### config.mk
export PLATFORM = sky130hd
export DESIGN_NAME = td4_prog_sequencer
export DESIGN_NICKNAME = d
export VERILOG_FILES = /design/src/rtl/td4_prog_sequencer.sv
export SDC_FILE = /design/constraint.sdc
export NUM_CORES = 1
export LEC_CHECK = 0
export CAP_MARGIN = 15
export CORE_MARGIN = 2
export CORE_UTILIZATION = 55
export DETAILED_ROUTE_END_ITERATION = 16
export HOLD_SLACK_MARGIN = 0.06
export PLACE_DENSITY = 0.81
export SLEW_MARGIN = 20
export SYNTH_ARGS = -nofsm -noshare
export SYNTH_HDL_FRONTEND = slang
export SYNTH_SLANG_ARGS = --single-unit
### constraint.sdc
create_clock -name clk -period 3.5 [get_ports clk]
set_input_delay 0.875 -clock clk [delete_from_list [all_inputs] [get_ports clk]]
set_output_delay 0.875 -clock clk [all_outputs]
set_load 0.03 [all_outputs]
### src/rtl/td4_prog_sequencer.sv
// td4_prog_sequencer: TD4 program store plus run/step/halt clock-enable controller.
// Define TD4_SEQ_BREAKPOINT_EN to add the bp_valid/bp_addr run breakpoint.
module td4_prog_sequencer #(
    parameter int DIV_W   = 8,
    parameter int PROG_AW = 4
) (
    input  logic               clk,
    input  logic               rst_n,
    input  logic               cmd_valid,
    input  logic [1:0]         cmd,
    input  logic               wr_valid,
    input  logic [7:0]         wr_data,
    input  logic [DIV_W-1:0]   run_div,
    input  logic [PROG_AW-1:0] cpu_pc,
`ifdef TD4_SEQ_BREAKPOINT_EN
    input  logic               bp_valid,
    input  logic [PROG_AW-1:0] bp_addr,
`endif
    output logic [3:0]         cpu_opcode,
    output logic [3:0]         cpu_imm,
    output logic               cpu_ce,
    output logic [2:0]         state,
    output logic [PROG_AW-1:0] load_addr,
    output logic               halted
);

    localparam int DEPTH = 1 << PROG_AW;

    localparam logic [1:0] CMD_STOP = 2'b00;
    localparam logic [1:0] CMD_LOAD = 2'b01;
    localparam logic [1:0] CMD_RUN  = 2'b10;
    localparam logic [1:0] CMD_STEP = 2'b11;

    localparam logic [2:0] S_IDLE = 3'd0;
    localparam logic [2:0] S_LOAD = 3'd1;
    localparam logic [2:0] S_RUN  = 3'd2;
    localparam logic [2:0] S_STEP = 3'd3;
    localparam logic [2:0] S_HALT = 3'd4;

    localparam logic [DIV_W-1:0]   CNT_ONE  = 1;
    localparam logic [PROG_AW-1:0] ADDR_ONE = 1;
    localparam logic [PROG_AW-1:0] ADDR_TOP = '1;

    logic [7:0]         mem_q [DEPTH];
    logic [2:0]         state_q, state_d;
    logic [PROG_AW-1:0] load_addr_q, load_addr_d;
    logic [DIV_W-1:0]   cnt_q, cnt_d;
    logic               mem_we;

    logic [7:0] cur_byte;
    logic       stop_cmd;
    logic       halt_hit;
    logic       div_hit;
    logic       pulse_due;
    logic       bp_hit;
    logic       rearm_blocked;

    assign cur_byte   = mem_q[cpu_pc];
    assign cpu_opcode = cur_byte[3:0];
    assign cpu_imm    = cur_byte[7:4];

    // Jump-to-self: JMP imm with imm equal to the address it sits at.
    assign halt_hit = (cpu_opcode == 4'hF) && (cpu_imm == cpu_pc);
    assign stop_cmd = cmd_valid && (cmd == CMD_STOP);
    assign div_hit  = (cnt_q == run_div);

    assign pulse_due = ((state_q == S_RUN) && div_hit)
                     || (state_q == S_STEP);

`ifdef TD4_SEQ_BREAKPOINT_EN
    assign bp_hit = (state_q == S_RUN) && bp_valid
                  && (cpu_pc == bp_addr);
`else
    assign bp_hit = 1'b0;
`endif

    assign cpu_ce = pulse_due && !stop_cmd
                  && !halt_hit && !bp_hit;

    // Leaving HALT on RUN/STEP is pointless while the CPU still sits on the idiom.
    assign rearm_blocked = (state_q == S_HALT) && halt_hit;

    assign state     = state_q;
    assign load_addr = load_addr_q;
    assign halted    = (state_q == S_HALT);

    always_comb begin
        state_d     = state_q;
        load_addr_d = load_addr_q;
        cnt_d       = cnt_q;
        mem_we      = 1'b0;
        if (stop_cmd) begin
            state_d = S_IDLE;
        end else begin
            unique case (state_q)
                S_IDLE, S_HALT: begin
                    if (cmd_valid && (cmd == CMD_LOAD)) begin
                        state_d     = S_LOAD;
                        load_addr_d = '0;
                    end else if (cmd_valid && !rearm_blocked) begin
                        if (cmd == CMD_RUN) begin
                            state_d = S_RUN;
                            cnt_d   = '0;
                        end else if (cmd == CMD_STEP) begin
                            state_d = S_STEP;
                        end
                    end
                end
                S_LOAD: begin
                    if (wr_valid) begin
                        mem_we      = 1'b1;
                        load_addr_d = load_addr_q + ADDR_ONE;
                        if (load_addr_q == ADDR_TOP) begin
                            state_d = S_IDLE;
                        end
                    end
                end
                S_RUN: begin
                    if (div_hit) begin
                        cnt_d = '0;
                        if (halt_hit) begin
                            state_d = S_HALT;
                        end else if (bp_hit) begin
                            state_d = S_IDLE;
                        end
                    end else begin
                        cnt_d = cnt_q + CNT_ONE;
                    end
                end
                S_STEP: begin
                    state_d = halt_hit ? S_HALT : S_IDLE;
                end
                default: begin
                    state_d = S_IDLE;
                end
            endcase
        end
    end

    always_ff @(posedge clk or negedge rst_n) begin
        if (!rst_n) begin
            state_q     <= S_IDLE;
            load_addr_q <= '0;
            cnt_q       <= '0;
        end else begin
            state_q     <= state_d;
            load_addr_q <= load_addr_d;
            cnt_q       <= cnt_d;
        end
    end

    always_ff @(posedge clk or negedge rst_n) begin
        if (!rst_n) begin
            for (int i = 0; i < DEPTH; i++) begin
                mem_q[i] <= '0;
            end
        end else if (mem_we) begin
            mem_q[load_addr_q] <= wr_data;
        end
    end

endmodule
Word-level counts from Yosys, hierarchy flattened
Index checks and enable logic that the tools add are counted.
{"block": "classes", "muxes": 28, "n_eq_ne": 22, "add_sub_neg": 2, "n_bitwise": 3, "magnitude_cmp": 3, "reduce_logical": 21}
{"cell": "$bwmux W128", "n": 1}
{"cell": "$mux W8", "n": 7}
{"cell": "$bmux W8 S4", "n": 1}
{"cell": "$demux W8 S4", "n": 1}
{"cell": "$mux W3", "n": 10}
{"cell": "$pmux W8 S2", "n": 1}
{"cell": "$ne A3 B3 Y1 const B", "n": 4}
{"cell": "$pmux W3 S4", "n": 1}
{"cell": "$ge A5 B5 Y1 const B", "n": 2}
{"cell": "$ne A2 B2 Y1 const B", "n": 5}
{"cell": "$not A4 Y5", "n": 2}
{"cell": "$logic_and A1 B1 Y1", "n": 9}
{"cell": "$add A8 B1 Y8 const B", "n": 1}
{"cell": "$eq A4 B4 Y1 const B", "n": 2}
{"cell": "$eq A8 B8 Y1", "n": 1}
{"cell": "$mux W4", "n": 2}
{"cell": "$pmux W4 S2", "n": 1}
{"cell": "$eq A3 B2 Y1 const B", "n": 2}
{"cell": "$reduce_and A6 Y1", "n": 1}
{"cell": "$lt A5 B1 Y1 const B", "n": 1}
{"cell": "$ne A5 B5 Y1 const B", "n": 1}
{"cell": "$reduce_and A5 Y1", "n": 1}
{"cell": "$add A4 B1 Y4 const B", "n": 1}
{"cell": "$eq A2 B2 Y1 const B", "n": 2}
{"cell": "other kinds (14)", "n": 19}
{"block": "totals", "ff_bits": 143, "elab_cells": 98, "out_inout_bits": 17}

Logic depth before layout (Yosys ltp)
Gate-level depths: netlist of the first run.
{"block": "depth", "depth_word": 13, "mapped_depth": 12}

Worst setup path after synthesis of the first run
Ideal clock, no wire load.
{"block": "synth_timing", "path_type": "input to output", "start": "input port cpu_pc[0]", "end": "output port cpu_ce", "path_stages": 8, "slack_ns": -0.628, "n_path_buf": 2, "arrival_ns": 3.253, "path_cell_list": "buf_2 > buf_2 > mux4_2 > a22oi_1 > nand3_1 > nand4_1 > nor2_2 > nor3_1"}
{"block": "synth_via", "elab_chain_cells": 8, "elab_cells_between_ends": 9, "classes_between": "eq/ne (2); mux (3); bitwise (1); reduce/logical (3)"}
{"item": "start, declared", "line": "14", "text": "input logic [PROG_AW-1:0] cpu_pc,"}
{"item": "$not A4 Y5 (implied by the code)", "line": "58", "text": "assign cur_byte = mem_q[cpu_pc];"}
{"item": "$bmux W8 S4", "line": "58"}
{"item": "$mux W8 (implied by the code) (2 in series)", "line": "58"}
{"item": "net cpu_opcode[1]", "line": "19", "text": "output logic [3:0] cpu_opcode,"}
{"item": "$eq A4 B4 Y1", "line": "63", "text": "assign halt_hit = (cpu_opcode == 4'hF) && (cpu_imm == cpu_pc);"}
{"item": "$logic_and A1 B1 Y1", "line": "63"}
{"item": "$logic_not A1 Y1", "line": "78", "text": "&& !halt_hit && !bp_hit;"}
{"item": "$logic_and A1 B1 Y1", "line": "78"}
{"item": "end, declared", "line": "21", "text": "output logic cpu_ce,"}
The timed path passes the listed nets, and every way through them passes these cells. The select of a mux whose other input is x is not followed.

Final worst setup path of the first run
{"block": "layout_timing", "start": "input port cpu_pc[1]", "end": "output port cpu_ce"}
{"block": "layout_via", "elab_chain_cells": 8, "elab_cells_between_ends": 9, "classes_between": "eq/ne (2); mux (3); bitwise (1); reduce/logical (3)"}
{"item": "$not A4 Y5 (implied by the code)", "line": "58"}
{"item": "$bmux W8 S4", "line": "58"}
{"item": "$mux W8 (implied by the code) (2 in series)", "line": "58"}
{"item": "$eq A4 B4 Y1", "line": "63"}
{"item": "$logic_and A1 B1 Y1 (*)", "line": "63"}
{"item": "$logic_not A1 Y1 (*)", "line": "78"}
{"item": "$logic_and A1 B1 Y1 (*)", "line": "78"}
Every way passes the cells marked *; elsewhere a longest branch is shown, timed or not. The select of a mux whose other input is x is not followed.

==> metrics.cfg, run 1 <==
[run_status]
outcome = finished, violations left
violations = setup timing

[synth]
synthArstFlopShare_pct = 100
yosysTopAreaCell = dfrtp_1
syn_area_um2 = 6940
synth-simple-area-share_pct = 6.47
synth_flop_cell = dfrtp_1
synthMuxAreaShare_pct = 33.2
synth_nets = 535
yosys_warnings = 0
synthCells = 504
synthTopCellsByArea = dfrtp_1, mux2_2, mux4_2
synth_top_family_by_area = multiplexers
avgSynthCellArea_um2 = 13.8
synthXorXnorAreaFrac_pct = 1.26
synth_edf_count = 0
synth_compound_gate_area_share_pct = 4.17
ys_seq_area_share_pct = 51.6
synth_top_area_share_pct = 51.6
synth_fa_ha_area_share_pct = 0.902
ys_ff_latch = 143
ys_types = 44

[detailed_routing]
drc = 0
drt-pass1-iter-count = 5
drtIter0Drc = 413
vias = 4606
routed_wl_um = 16400
detail_route.wl_per_cell_um = 21.3
viasPerCell = 5.98
ant_nets = 0

[sta]
period_minus_slack_ns = 3.60
max_freq_mhz = 277
skew_ns = 0.0104
report.final.hold_viol_count = 0
tns_ns = -0.104
slew_viol_final = 0
worst_pin_slew_ns = 0.569
period_share_pct = 103
worst_slack_ns = -0.104
relSlewSlack_pct = 61.9
finalSetupViolCount = 1
whs_ns = 0.356
grt_setup_unrepaired = true

[clocking]
clk_pin_slew_ns = 0.06
worstSkewPairLatency_ns = 0.43
cts_tree = done
cts_buffers = 17
root_buffer = clkbuf_16
clockBufferDepth = 2
postCtsHoldBufs = 0
h-tree-depth = 4
cts.sinks = 143

[cells_and_area]
fin_cells = 770
seqCellArea_um2 = 3580
drive_above_1_share_pct = 45.2
n_fill_cell = 844
syn_to_final_growth_pct = 25.0
n_antenna_cell = 0
multiInputGateArea_um2 = 3260
layout.nets = 617

[floorplan]
die_h_um = 116
io_pins = 43
core_region_area_um2 = 12500
initial_core_util_pct = 55.7
die-area_um2 = 13500
die_w_um = 116
rows = 41

[worst_setup_path]
crit_fanout = 7
rrSetupSlack_ns = 0.76
slowest_stage = nor3_1
path_class = primary input to primary output
crit_chain = buf_8 -> buf_12 -> buf_12 -> buf_4 -> mux4_2 -> mux2i_1 -> nor3_1 -> o22ai_4 -> nor2_4 -> nor3_4 -> buf_6
cpMostUsedCell = buf_12
startpoint_type = primary input
cp-end-kind = primary output
arrival_ns = 2.73
slowest_delay_ns = 0.44
worstPathRequired_ns = 2.62

[placement]
port_buffers = 42
hpwlAfterDp_um = 10800
gp_congestion = 0.856
dp_cells = 733

[global_route]
grt-ovfl-total = 0
grt_max_degree = 97
grt_pass1_wl_um = 25800
grtUsageTotal_pct = 26.1
grt_pass1_vias = 4854
grt_antenna_before_repair = 0

[power]
p_leak_nw = 4.17
power_w = 0.00506
power.density_nw_per_um2 = 583
peakVddDrop_v = 0.000408

[worst_hold_path]
hold_class = primary input to asynchronous set/reset pin

[job]
maxCapViolCount = 0

## registers in the layout (all words and copies together) (netlist names)
name	count
load_addr	4
mem_q	128
state	3
cnt_q	8
## layout by cell type, fill, tap and decap left out, types with 3 or more instances in the layout
cell type | synthesis | routed
mux2i_1 | 6 | 5
clkbuf_16 | 0 | 18
buf_4 | 0 | 41
mux4_2 | 31 | 31
clkdlybuf4s50_1 | 0 | 28
o31ai_1 | 4 | 4
nand3_1 | 13 | 11
clkinvlp_4 | 0 | 3
mux2_2 | 137 | 136
o21ai_0 | 10 | 10
and3_1 | 5 | 5
nor2_1 | 13 | 13
a31oi_1 | 3 | 3
dlygate4sd2_1 | 0 | 5
nor3_1 | 7 | 6
dfrtp_1 | 143 | 143
buf_12 | 0 | 9
ha_1 | 5 | 5
a21oi_1 | 6 | 5
bufinv_16 | 0 | 3
clkbuf_8 | 0 | 4
xor2_1 | 10 | 10
and2_1 | 5 | 4
buf_6 | 2 | 4
nor2b_1 | 7 | 7
nand2b_1 | 3 | 3
nand2_1 | 29 | 29
inv_1 | 7 | 7
## final timing paths
check                           from         to  cells past startpoint
max                        cpu_pc[1]     cpu_ce                     11
min                            rst_n   cnt_q[5]                      1
max reg2reg                mem_q[38]   state[2]                      9
min reg2reg                mem_q[47]  mem_q[47]                      1
max in group asynchronous      rst_n  mem_q[35]                      2
min in group clk           mem_q[47]  mem_q[47]                      1
## area by class of cell
type,count,share of cell area (%)
multi-input cells,322,37.6
repair buffers,95,11.2
clock buffers,22,5.58
flip-flops and latches,143,41.3
inverters,7,0.303
well taps,172,2.48
clock inverters,9,1.51
## per-stage QoR
| step | util (%) | setup slack (ns) | instance area, µm² |
|---|---|---|---|
| after floorplan | - | 0.0196 | 6970 |
| after global placement | 63.5 | -0.903 | 7910 |
| after detailed placement | 63.5 | -0.919 | 7910 |
| after CTS | 68.9 | -0.170 | 8580 |
| after global routing | 69.6 | -0.142 | 8670 |
| final | 69.6 | -0.104 | 8670 |
## cells in the mapped netlist (2+ instances only)
| library cell | count |
|---|---|
| nor2_1 | 13 |
| buf_6 | 2 |
| nand2_1 | 29 |
| mux2i_1 | 6 |
| nand3_1 | 13 |
| mux4_2 | 31 |
| dfrtp_1 | 143 |
| o22ai_1 | 2 |
| inv_1 | 7 |
| nor3_1 | 7 |
| and3_1 | 5 |
| mux2_2 | 137 |
| or4_1 | 2 |
| ha_1 | 5 |
| o31ai_1 | 4 |
| buf_2 | 7 |
| a22oi_1 | 3 |
| o21bai_1 | 2 |
| xor2_1 | 10 |
| nand4_1 | 2 |
| nor2b_1 | 7 |
| clkbuf_1 | 21 |
| nand2b_1 | 3 |
| a31oi_1 | 3 |
| o21ai_0 | 10 |
| nor4_1 | 2 |
| a21oi_1 | 6 |
| and2_1 | 5 |
| buf_1 | 2 |
## cells by family (layout without fill, tap and decap cells)
logic type	count (synthesis)	in the layout
AO/OA/AOI/OAI	42	42
XOR/XNOR	10	10
adder cells (fa/ha/maj)	5	5
buffers and inverters	39	133
flip-flops	143	143
multiplexers	174	174
AND/OR/NAND/NOR	91	91
## per-layer routing
layer / vias to the layer above / wire (µm) / track usage (%)
met4: 0 / 484 / 12.1
met1: 2389 / 6650 / 32.6
met2: 151 / 8480 / 43.6
li1: 2030 / - / -
met5: - / 0 / 0
met3: 36 / 815 / 5.76
## critical path, delay by kind of cell
family,cells,cell delay (ns)
simple gates,3,0.66
compound gates,1,0.15
buf+inv,5,0.67
mux,2,0.38
## what timing repair did
| item | 4_1_cts | 5_1_grt |
|---|---|---|
| setup endpoints to repair | 10 | 9 |
| buffers inserted | 2 | 2 |
| gates resized for setup | 34 | 18 |
| cloned | 1 | 1 |
| pin swaps | 3 | 6 |
## where the power goes
group | total, W | leakage, nW | switching, W | internal [W]
combinational | 0.00110 | 1.91 | 0.000534 | 0.000564
sequential | 0.00209 | 1.97 | 0.000189 | 0.00190
clock | 0.00187 | 0.295 | 0.000676 | 0.00119
Note: power is estimated with default switching activity, not from simulation.
==> run 2: changes to the inputs <==
--- a/config.mk
+++ b/config.mk
@@ -5,11 +5,10 @@
 export SDC_FILE = /design/constraint.sdc
 export NUM_CORES = 1
 export LEC_CHECK = 0
-export CAP_MARGIN = 15
 export CORE_MARGIN = 2
 export CORE_UTILIZATION = 55
 export DETAILED_ROUTE_END_ITERATION = 16
-export HOLD_SLACK_MARGIN = 0.06
+export HOLD_SLACK_MARGIN = 0.02
 export PLACE_DENSITY = 0.81
 export SLEW_MARGIN = 20
 export SYNTH_ARGS = -nofsm -noshare
==> results of run 2 <==
Same layout as run 1: the final DEF is identical, and so are final timing and power.
==> run 3: changes to the inputs <==
--- a/config.mk
+++ b/config.mk
@@ -5,6 +5,8 @@
 export SDC_FILE = /design/constraint.sdc
 export NUM_CORES = 1
 export LEC_CHECK = 0
+export ABC_AREA = 0
+export CAP_MARGIN = 25
 export CORE_MARGIN = 2
 export CORE_UTILIZATION = 55
 export DETAILED_ROUTE_END_ITERATION = 16
==> constraint.sdc (replaced) <==
create_clock -name clk -period 3.5 [get_ports clk]
set_input_delay 0.875 -clock clk [delete_from_list [all_inputs] [get_ports clk]]
set_output_delay 0.875 -clock clk [all_outputs]
set_load 0.02 [all_outputs]
==> run 3 against run 2 <==
  * The run still ends with setup timing left
  * Worst setup slack improved by 0.040 ns
  * Combinational power about the same
  * Register-to-register slack got worse by 0.11 ns
  * Global-route usage increased by 0.86 points
  * Via count decreased by 0.56%
  * Clock-buffer cell count decreased by 1
  * Final cell count increased by 0.65%
  * Sequential share of layout area decreased by 0.22 points
  * First-iteration DRC count increased by 6.8%
  * Wire length increased by 2.7%
  * Maximum frequency increased by 1.1%
  * Highest routed layer unchanged
==> metrics.cfg, run 3 (synthesized netlist as in run 1, its figures left out) <==
[run_status]
outcome = finished, violations left  ; unchanged
violations = setup timing  ; unchanged

[detailed_routing]
dr_wl_met3_um = 891  ; was 815 µm
viasPerCell = 5.91  ; was 5.98
wl_met2_um = 8440  ; was 8480 µm
vias = 4580  ; was 4606
detail_route.wl_per_cell_um = 21.8  ; was 21.3 µm
routed_wl_um = 16900  ; was 16400 µm
drt-pass1-iter-count = 4  ; was 5
routed.top_layer = met4  ; unchanged
wl_met1_um = 6860  ; was 6650 µm
drc = 0  ; unchanged
ant_nets = 0  ; unchanged
drtIter0Drc = 441  ; was 413

[cells_and_area]
syn_to_final_growth_pct = 25.7  ; was 25.0%
multiInputGateArea_um2 = 3290  ; was 3260 µm²
drive_above_1_share_pct = 46.3  ; was 45.2%
layout_commonest_cell = dfrtp_1  ; unchanged
regMostFlops = mem_q  ; unchanged
fin_cells = 775  ; was 770
seqCellArea_um2 = 3580  ; unchanged
n_antenna_cell = 0  ; unchanged
largest_register_ffs = 128  ; unchanged
n_fill_cell = 837  ; was 844
layout.nets = 622  ; was 617
final_cell_mix = dfrtp_1, mux2_2, buf_4  ; unchanged

[worst_setup_path]
startpoint_type = primary input  ; unchanged
arrival_ns = 2.69  ; was 2.73 ns
path_class = primary input to primary output  ; unchanged
worstPathRequired_ns = 2.62  ; about the same
cp-end-kind = primary output  ; unchanged
crit_fanout = 5  ; was 7

[floorplan]
io_pins = 43  ; unchanged
initial_core_util_pct = 55.7  ; unchanged
die-area_um2 = 13500  ; unchanged
die_w_um = 116  ; unchanged
die_h_um = 116  ; unchanged
core_region_area_um2 = 12500  ; unchanged
rows = 41  ; unchanged

[clocking]
clk_pin_slew_ns = 0.06  ; about the same
clockBufferDepth = 2  ; unchanged
root_buffer = clkbuf_16  ; unchanged
h-tree-depth = 4  ; unchanged
cts_buffers = 17  ; unchanged
cts.sinks = 143  ; unchanged
postCtsHoldBufs = 0  ; unchanged
cts_tree = done  ; unchanged
worstSkewPairLatency_ns = 0.42  ; was 0.43 ns

[power]
power_w = 0.00517  ; was 0.00506 W
p_leak_nw = 4.20  ; was 4.17 nW
power.density_nw_per_um2 = 593  ; was 583 nW/µm²
peakVddDrop_v = 0.000372  ; was 0.000408 V

[sta]
tns_ns = -0.0634  ; was -0.104 ns
grt_setup_unrepaired = true  ; unchanged
period_share_pct = 102  ; was 103%
report.final.hold_viol_count = 0  ; unchanged
finalSetupViolCount = 1  ; unchanged
period_minus_slack_ns = 3.56  ; was 3.60 ns
max_freq_mhz = 281  ; was 277 MHz
worst_slack_ns = -0.0634  ; was -0.104 ns
slew_viol_final = 0  ; unchanged
skew_ns = 0.00540  ; was 0.0104 ns
worst_pin_slew_ns = 0.587  ; was 0.569 ns
relSlewSlack_pct = 60.7  ; was 61.9%

[global_route]
grt_antenna_before_repair = 0  ; unchanged
grt_pass1_wl_um = 26500  ; was 25800 µm
grt-ovfl-total = 0  ; unchanged
grt_pass1_vias = 4961  ; was 4854
grt_max_degree = 58  ; was 97
grtUsageTotal_pct = 26.9  ; was 26.1%

[placement]
dp_cells = 735  ; was 733
gp_congestion = 0.858  ; was 0.856
hpwlAfterDp_um = 10900  ; was 10800 µm
port_buffers = 42  ; unchanged

[worst_hold_path]
hold_class = primary input to asynchronous set/reset pin  ; unchanged

[job]
maxCapViolCount = 0  ; unchanged

-- run 3: area by class of cell --
cell class                      instances  share of cell area, %
Sequential cell                       143                   41.0
Clock inverter                         10                   2.11
Tap cell                              172                   2.47
Inverter                                7                  0.301
Clock buffer                           21                   5.40
Multi-Input combinational cell        322                   37.7
Timing Repair Buffer                  100                   11.0
-- run 3: report_power, final --
part           internal [W]  switching [W]
Clock               0.00132       0.000684
Combinational      0.000573       0.000507
Sequential          0.00190       0.000193
-- run 3: critical path: stages --
cell and delay (ns):
buf_12 0.11, buf_12 0.12, buf_4 0.10, mux4_2 0.49, mux2i_2 0.27, a21oi_2 0.11
nand4_1 0.20, nor2_4 0.07, nor3_4 0.20, buf_6 0.14
-- run 3: routing by layer --
metal  vias up  track usage, %
met5         -               0
met4         0            14.9
met3        55            6.23
met2       138            44.3
met1      2348            33.1
li1       2039               -
-- run 3: worst paths after layout --
check / slack (ns) / cells past startpoint / end / from
max: -0.06 / 10 / cpu_ce / cpu_pc[1]
max in group asynchronous: 2.22 / 2 / mem_q[60] / rst_n
min reg2reg: 0.50 / 1 / mem_q[45] / mem_q[45]
min: 0.40 / 1 / cnt_q[6] / rst_n
max reg2reg: 0.65 / 10 / state[2] / mem_q[118]
min in group clk: 0.50 / 1 / mem_q[45] / mem_q[45]
-- run 3: stage by stage --
| stage | worst slack [ns] | instance area, µm² | util (%) | hold slack [ns] |
|---|---|---|---|---|
| floorplan | 0.0377 | 6960 | - | 0.474 |
| global placement | -0.843 | 7890 | 63.3 | 0.482 |
| detailed placement | -0.896 | 7890 | 63.3 | 0.489 |
| CTS | -0.187 | 8660 | 69.5 | 0.431 |
| global route | -0.0876 | 8720 | 69.9 | 0.437 |
| finish | -0.0634 | 8720 | 69.9 | 0.404 |
-- run 3: timing repair --
item	CTS	global route
resized for setup	41	19
buffers inserted	5	4
cloned	1	0
endpoints found under the setup margin	11	8
pin swaps	5	7
==> RTL edit 1 (flow settings as in run 1) <==
Register the outputs `cpu_ce` and `halted`, with the module's reset; this adds one clock of latency there. The other outputs are not delayed to match.
--- a/src/rtl/td4_prog_sequencer.sv
+++ b/src/rtl/td4_prog_sequencer.sv
@@ -75,6 +75,4 @@
 `endif
 
-    assign cpu_ce = pulse_due && !stop_cmd
-                  && !halt_hit && !bp_hit;
 
     // Leaving HALT on RUN/STEP is pointless while the CPU still sits on the idiom.
@@ -83,5 +81,13 @@
     assign state     = state_q;
     assign load_addr = load_addr_q;
-    assign halted    = (state_q == S_HALT);
+    always_ff @(posedge clk or negedge rst_n) begin
+        if (!rst_n) begin
+            cpu_ce <= '0;
+            halted <= '0;
+        end else begin
+            cpu_ce <= pulse_due && !stop_cmd && !halt_hit && !bp_hit;
+            halted <= (state_q == S_HALT);
+        end
+    end
 
     always_comb begin
Formal check against the unedited RTL: not equivalent (a bounded check fails within 4 cycles, from zero or initial values and one cycle with rst_n low).
==> RTL edit 1 against run 1 <==
Register-to-register slack gained 270 ps; utilization shrank 0.64 points; design area grew 1.1%; synthesized area grew 4.1%; worst setup slack gained 170 ps; routed wire length grew 2.6%; die area grew 3.9%; sequential cell count grew 2; sequential share of layout area grew 0.11 points; critical path type unchanged.
Power is not compared: it rests on default switching activity, and its combinational part moved more than twofold at a synthesized area within 25%.
==> RTL edit 1: results (changes against run 1) <==
grt_pass1_vias: 5012  # +3.3%
grt_usage_pct: 25.73  # -0.33 points
synth_seq_area_share_pct: 50.25  # -1.3 points
vias: 4652  # +1.0%
synth_nets: 546  # +2.1%
grt_max_degree: 66  # -32%
gp_congestion: 0.8603  # +0.55%
numPortBuffers: 42  # unchanged
drc: 0  # unchanged
clkTransAtPathRegs_ps: 50
drive_gt1_share_pct: 26.00  # -19 points
dpl.hpwl_mm: 11.55  # +6.5%
drtIter0Drc: 255  # -38%
status: "finished clean"
yosys-top-cells-count: "dfrtp_1 (145), mux2_1 (128), nand2_1 (24)"
grt_pass1_wl_mm: 27.52  # +6.7%
cts_max_level: 4  # unchanged
setup_tns_ps: 0  # +103.8 ps
wire_per_inst_um: 21.21  # -0.58%
cts_buffers: 17  # unchanged
layout.nets: 641  # +3.9%
crit_arrival_ps: 2560  # -170 ps
worst_pin_slew_ps: 610.5  # +41.37 ps
skew_ps: 7.153  # -3.255 ps
ir_worst_vdd_mv: 0.3120
critPathMaxFanout: 10  # +3
synth_area_leaders: "dfrtp_1 (50%), mux2_1 (20%), mux4_2 (6.9%), mux4_1 (2.2%), mux2i_1 (1.8%)"
first_pass_iters: 4  # -1
ys_types: 53  # +20%
-- RTL edit 1: logic make-up (layout without fill, tap and decap cells) --
family,after synthesis,count (layout),synth area share [%]
muxes,172,172,31.33
DFF,145,145,50.25
and+or+nand+nor,105,105,8.456
AOI/OAI and AO/OA,40,40,4.349
buffers and inverters,38,146,3.535
xor gates and xnor gates,10,10,1.213
adders and majority gates,5,5,0.8664
-- RTL edit 1: stage by stage --
| step | instance area, µm² | instances | hold slack [ps] | total power, W | worst slack [ps] |
|---|---|---|---|---|---|
| after detailed placement | 8085 | 759 | 469.1 | 0.002213 | -550.1 |
| after CTS | 8696 | 791 | 421.6 | 0.003930 | 4.686 |
| after global placement | 8085 | 759 | 459.5 | 0.002187 | -472.6 |
| final | 8770 | 795 | 396.6 | 0.003917 | 68.89 |
| after global routing | 8770 | 795 | 450.1 | 0.004057 | -4.777 |
| after floorplan | 7221 | 515 | 448.8 | 0.002056 | 292.2 |
-- RTL edit 1: path summary, 6_finish.rpt --
kind	cells past startpoint	slack, ps	end	from
max	8	70	cpu_imm[2]	cpu_pc[1]
max reg2reg	6	1030	mem_q[81]	state[0]
min	1	400	mem_q[77]	rst_n
max in group asynchronous	2	2340	mem_q[34]	rst_n
min reg2reg	1	480	mem_q[10]	mem_q[10]
min in group clk	1	480	mem_q[10]	mem_q[10]
-- RTL edit 1: repair_timing --
action	in CTS	in global routing
setup buffers	0	4
cloned	0	0
gates resized for setup	28	14
pin swaps	0	2
setup endpoints to repair	8	6
-- RTL edit 1: final cells by class --
class	instances	area, µm²
fillers	893	3953
flip-flops and latches	145	3628
multi-input cells	332	3401
repair buffers	104	924.6
clock buffers	27	513.0
well taps	172	215.2
clock inverters	5	50.05
inverters	10	37.54
-- RTL edit 1: routing by layer --
layer  routed length, µm  share of wire (%)  track usage [%]
met1                7071                 42            33.34
met2                8713                 52            42.60
met3                 687                4.1            4.633
met4                 393                2.3            11.16
met5                   0                  0                0
-- RTL edit 1: report_power, final --
| group | switching, W | leakage [nW] | internal, W | total (W) |
|---|---|---|---|---|
| clock | 0.000651 | 0.281 | 0.00107 | 0.00172 |
| sequential | 0.0000689 | 2.00 | 0.00173 | 0.00180 |
| combinational | 0.000212 | 2.15 | 0.000189 | 0.000402 |
-- RTL edit 1: worst max-delay path, stage by stage --
cell	delay (ps)
dlygate4sd2_1	250
buf_4	150
buf_6	140
buf_12	140
mux4_2	510
mux2i_2	200
o21bai_2	100
buf_4	180
==> RTL edit 2 (flow settings as in run 1) <==
Without the edit above. Add a define of `TD4_SEQ_BREAKPOINT_EN`.
--- a/src/rtl/td4_prog_sequencer.sv
+++ b/src/rtl/td4_prog_sequencer.sv
@@ -1,4 +1,6 @@
 // td4_prog_sequencer: TD4 program store plus run/step/halt clock-enable controller.
 // Define TD4_SEQ_BREAKPOINT_EN to add the bp_valid/bp_addr run breakpoint.
+`define TD4_SEQ_BREAKPOINT_EN
+
 module td4_prog_sequencer #(
     parameter int DIV_W   = 8,
Interface: changed (added bp_addr and bp_valid); port bits go from 43 to 48. No check against the original RTL was run, so the function may have changed too.
==> RTL edit 2 against run 1 <==
The run still ends with setup timing left; design area increased by 5.8%; synthesized cell count increased by 6.9%; clock skew decreased by 2.6 ps; routed wire length increased by 8.1%; total power increased by 13%; die area increased by 5.2%; sequential share of layout area decreased by 2.3 points; synthesized area increased by 5.4%; first-iteration DRC count decreased by 1.2%; non-clock buffer count increased by 23; sequential cell count unchanged; global-route usage increased by 0.47 points; worst setup slack improved by 70 ps; register-to-register slack improved by 550 ps; critical endpoint unchanged.
==> RTL edit 2: results (changes against run 1) <==
startpoint: "cpu_pc[2]"
synth_fa_ha_area_share_pct: 0.8557  # -0.046 points
met1_usage_pct: 35.05  # +2.5 points
skew_ps: 7.848  # -2.560 ps
vias_per_cell: 6.026  # +0.75%
cp-endpoint: "cpu_ce"
ys.flop_type: "dfrtp_1"
violations: "setup timing"
cts_buffers: 17  # unchanged
layout.nets: 679  # +10%
crit_arrival_ps: 2660  # -70 ps
met3_length_um: 974  # +20%
fin_ws_ps: -33.82  # +69.94 ps
antenna_found_initial: 0  # unchanged
grtUsageMet3_pct: 6.274  # +0.51 points
synth_nets: 575  # +7.5%
crit_family: "multiplexers"
grt_pass1_wl_mm: 28.60  # +11%
internal-power_w: 0.004007  # +9.6%
critPathMaxFanout: 4  # -3
use_met2_pct: 42.35  # -1.3 points
synth_compound_area_share_pct: 5.614  # +1.4 points
ir_worst_vdd_mv: 0.3528  # -14%
critPathMaxStageDelay_ps: 500  # +60 ps
synth_area_leaders: "dfrtp_1 (49%), mux2_2 (21%), mux4_2 (8.0%), mux2i_1 (2.7%), nand2_1 (1.1%)"
dpl.hpwl_mm: 12.09  # +11%
wl_met2_mm: 8.694  # +2.5%
drtIter0Drc: 408  # -1.2%
grt_usage_pct: 26.53  # +0.47 points
clkPwrFrac_pct: 29.6  # -7.3 points
r2r_slack_ps: 1310  # +550 ps
critical_path.slowest_cell: "mux4_2"
clkTransAtPathRegs_ps: 60  # about the same
power_frac_seq_pct: 41.9  # +0.5 points
numPortBuffers: 47  # +12%
setup_violations: 1  # unchanged
ys_types: 52  # +18%
worstReg2RegStart: "mem_q[76]"
antenna_cells: 0  # unchanged
r2r_end: "cnt_q[4]"
worst_pin_slew_ps: 797.7  # +228.6 ps
status: "finished with violations"
dpl_cell_area_um2: 8347  # +5.5%
wirelength_met1_mm: 7.480  # +12%
insertion_delay_ps: 420
synth_seq_area_share_pct: 48.95  # -2.6 points
yosys-top-cells-count: "dfrtp_1 (143), mux2_2 (136), mux4_2 (26)"
synth.mux.area_fraction_pct: 32.36  # -0.80 points
first_pass_iters: 4  # -1
synthXorXnorAreaFrac_pct: 1.677  # +0.41 points
gp_congestion: 0.8821  # +3.1%
grt_max_degree: 67  # -31%
drive_gt1_share_pct: 47.79  # +2.6 points
powerSeq_w: 0.00239  # +14%
p_leak_nw: 4.314  # +3.3%
rr_worst_depth: 7  # -2
wire_per_inst_um: 21.36  # +0.12%
fillers: 813  # -3.7%
grt_pass1_vias: 5306  # +9.3%
[RTL edit 2: cell types whose count changed after synthesis, moves of 4 or more]
| cell | run 1 | this run |
|---|---|---|
| xor2_1 | 10 | 5 |
| o31ai_1 | 4 | 0 |
| mux4_2 | 31 | 26 |
| xnor2_1 | 0 | 9 |
| and2_1 | 5 | 9 |
| a41oi_1 | 1 | 5 |
| nor3_1 | 7 | 3 |
| nand2_1 | 29 | 22 |
| mux2i_1 | 6 | 20 |
| a21oi_1 | 6 | 12 |
[RTL edit 2: through the flow]
stage	setup slack (ps)	cells	hold slack [ps]	TNS, ps	util (%)
finish	-33.82	831	447.5	-33.82	70.10
global placement	-1076	791	481.7	-2810	63.79
global route	-83.67	831	482.9	-83.67	70.10
CTS	-57.96	826	467.2	-57.96	69.16
floorplan	25.87	539	471.9	0	-
detailed placement	-1140	791	487.6	-3119	63.79
[RTL edit 2: cell type report]
cell class                 instances  share of cell area, %
multi-input combinational        358                  40.16
tap                              176                  2.401
clock buffer                      24                  5.361
sequential                       143                  39.01
clock inverter                     7                 0.6548
inverter                           5                 0.2046
timing repair buffer             118                  12.21
[RTL edit 2: what timing repair did]
item	4_1_cts	5_1_grt
pin swaps	5	5
buffers inserted	4	7
setup endpoints to repair	9	1
resized for setup	49	16
[RTL edit 2: worst min-delay path by stage]
stage,depth (start not counted),start,to,slack [ps]
final,1,rst_n,mem_q[12],450
after global routing,1,rst_n,mem_q[12],480
after CTS,1,rst_n,load_addr[2],470
after detailed placement,1,mem_q[77],mem_q[77],490
after global placement,1,mem_q[80],mem_q[80],480
after floorplan,1,mem_q[108],mem_q[108],470
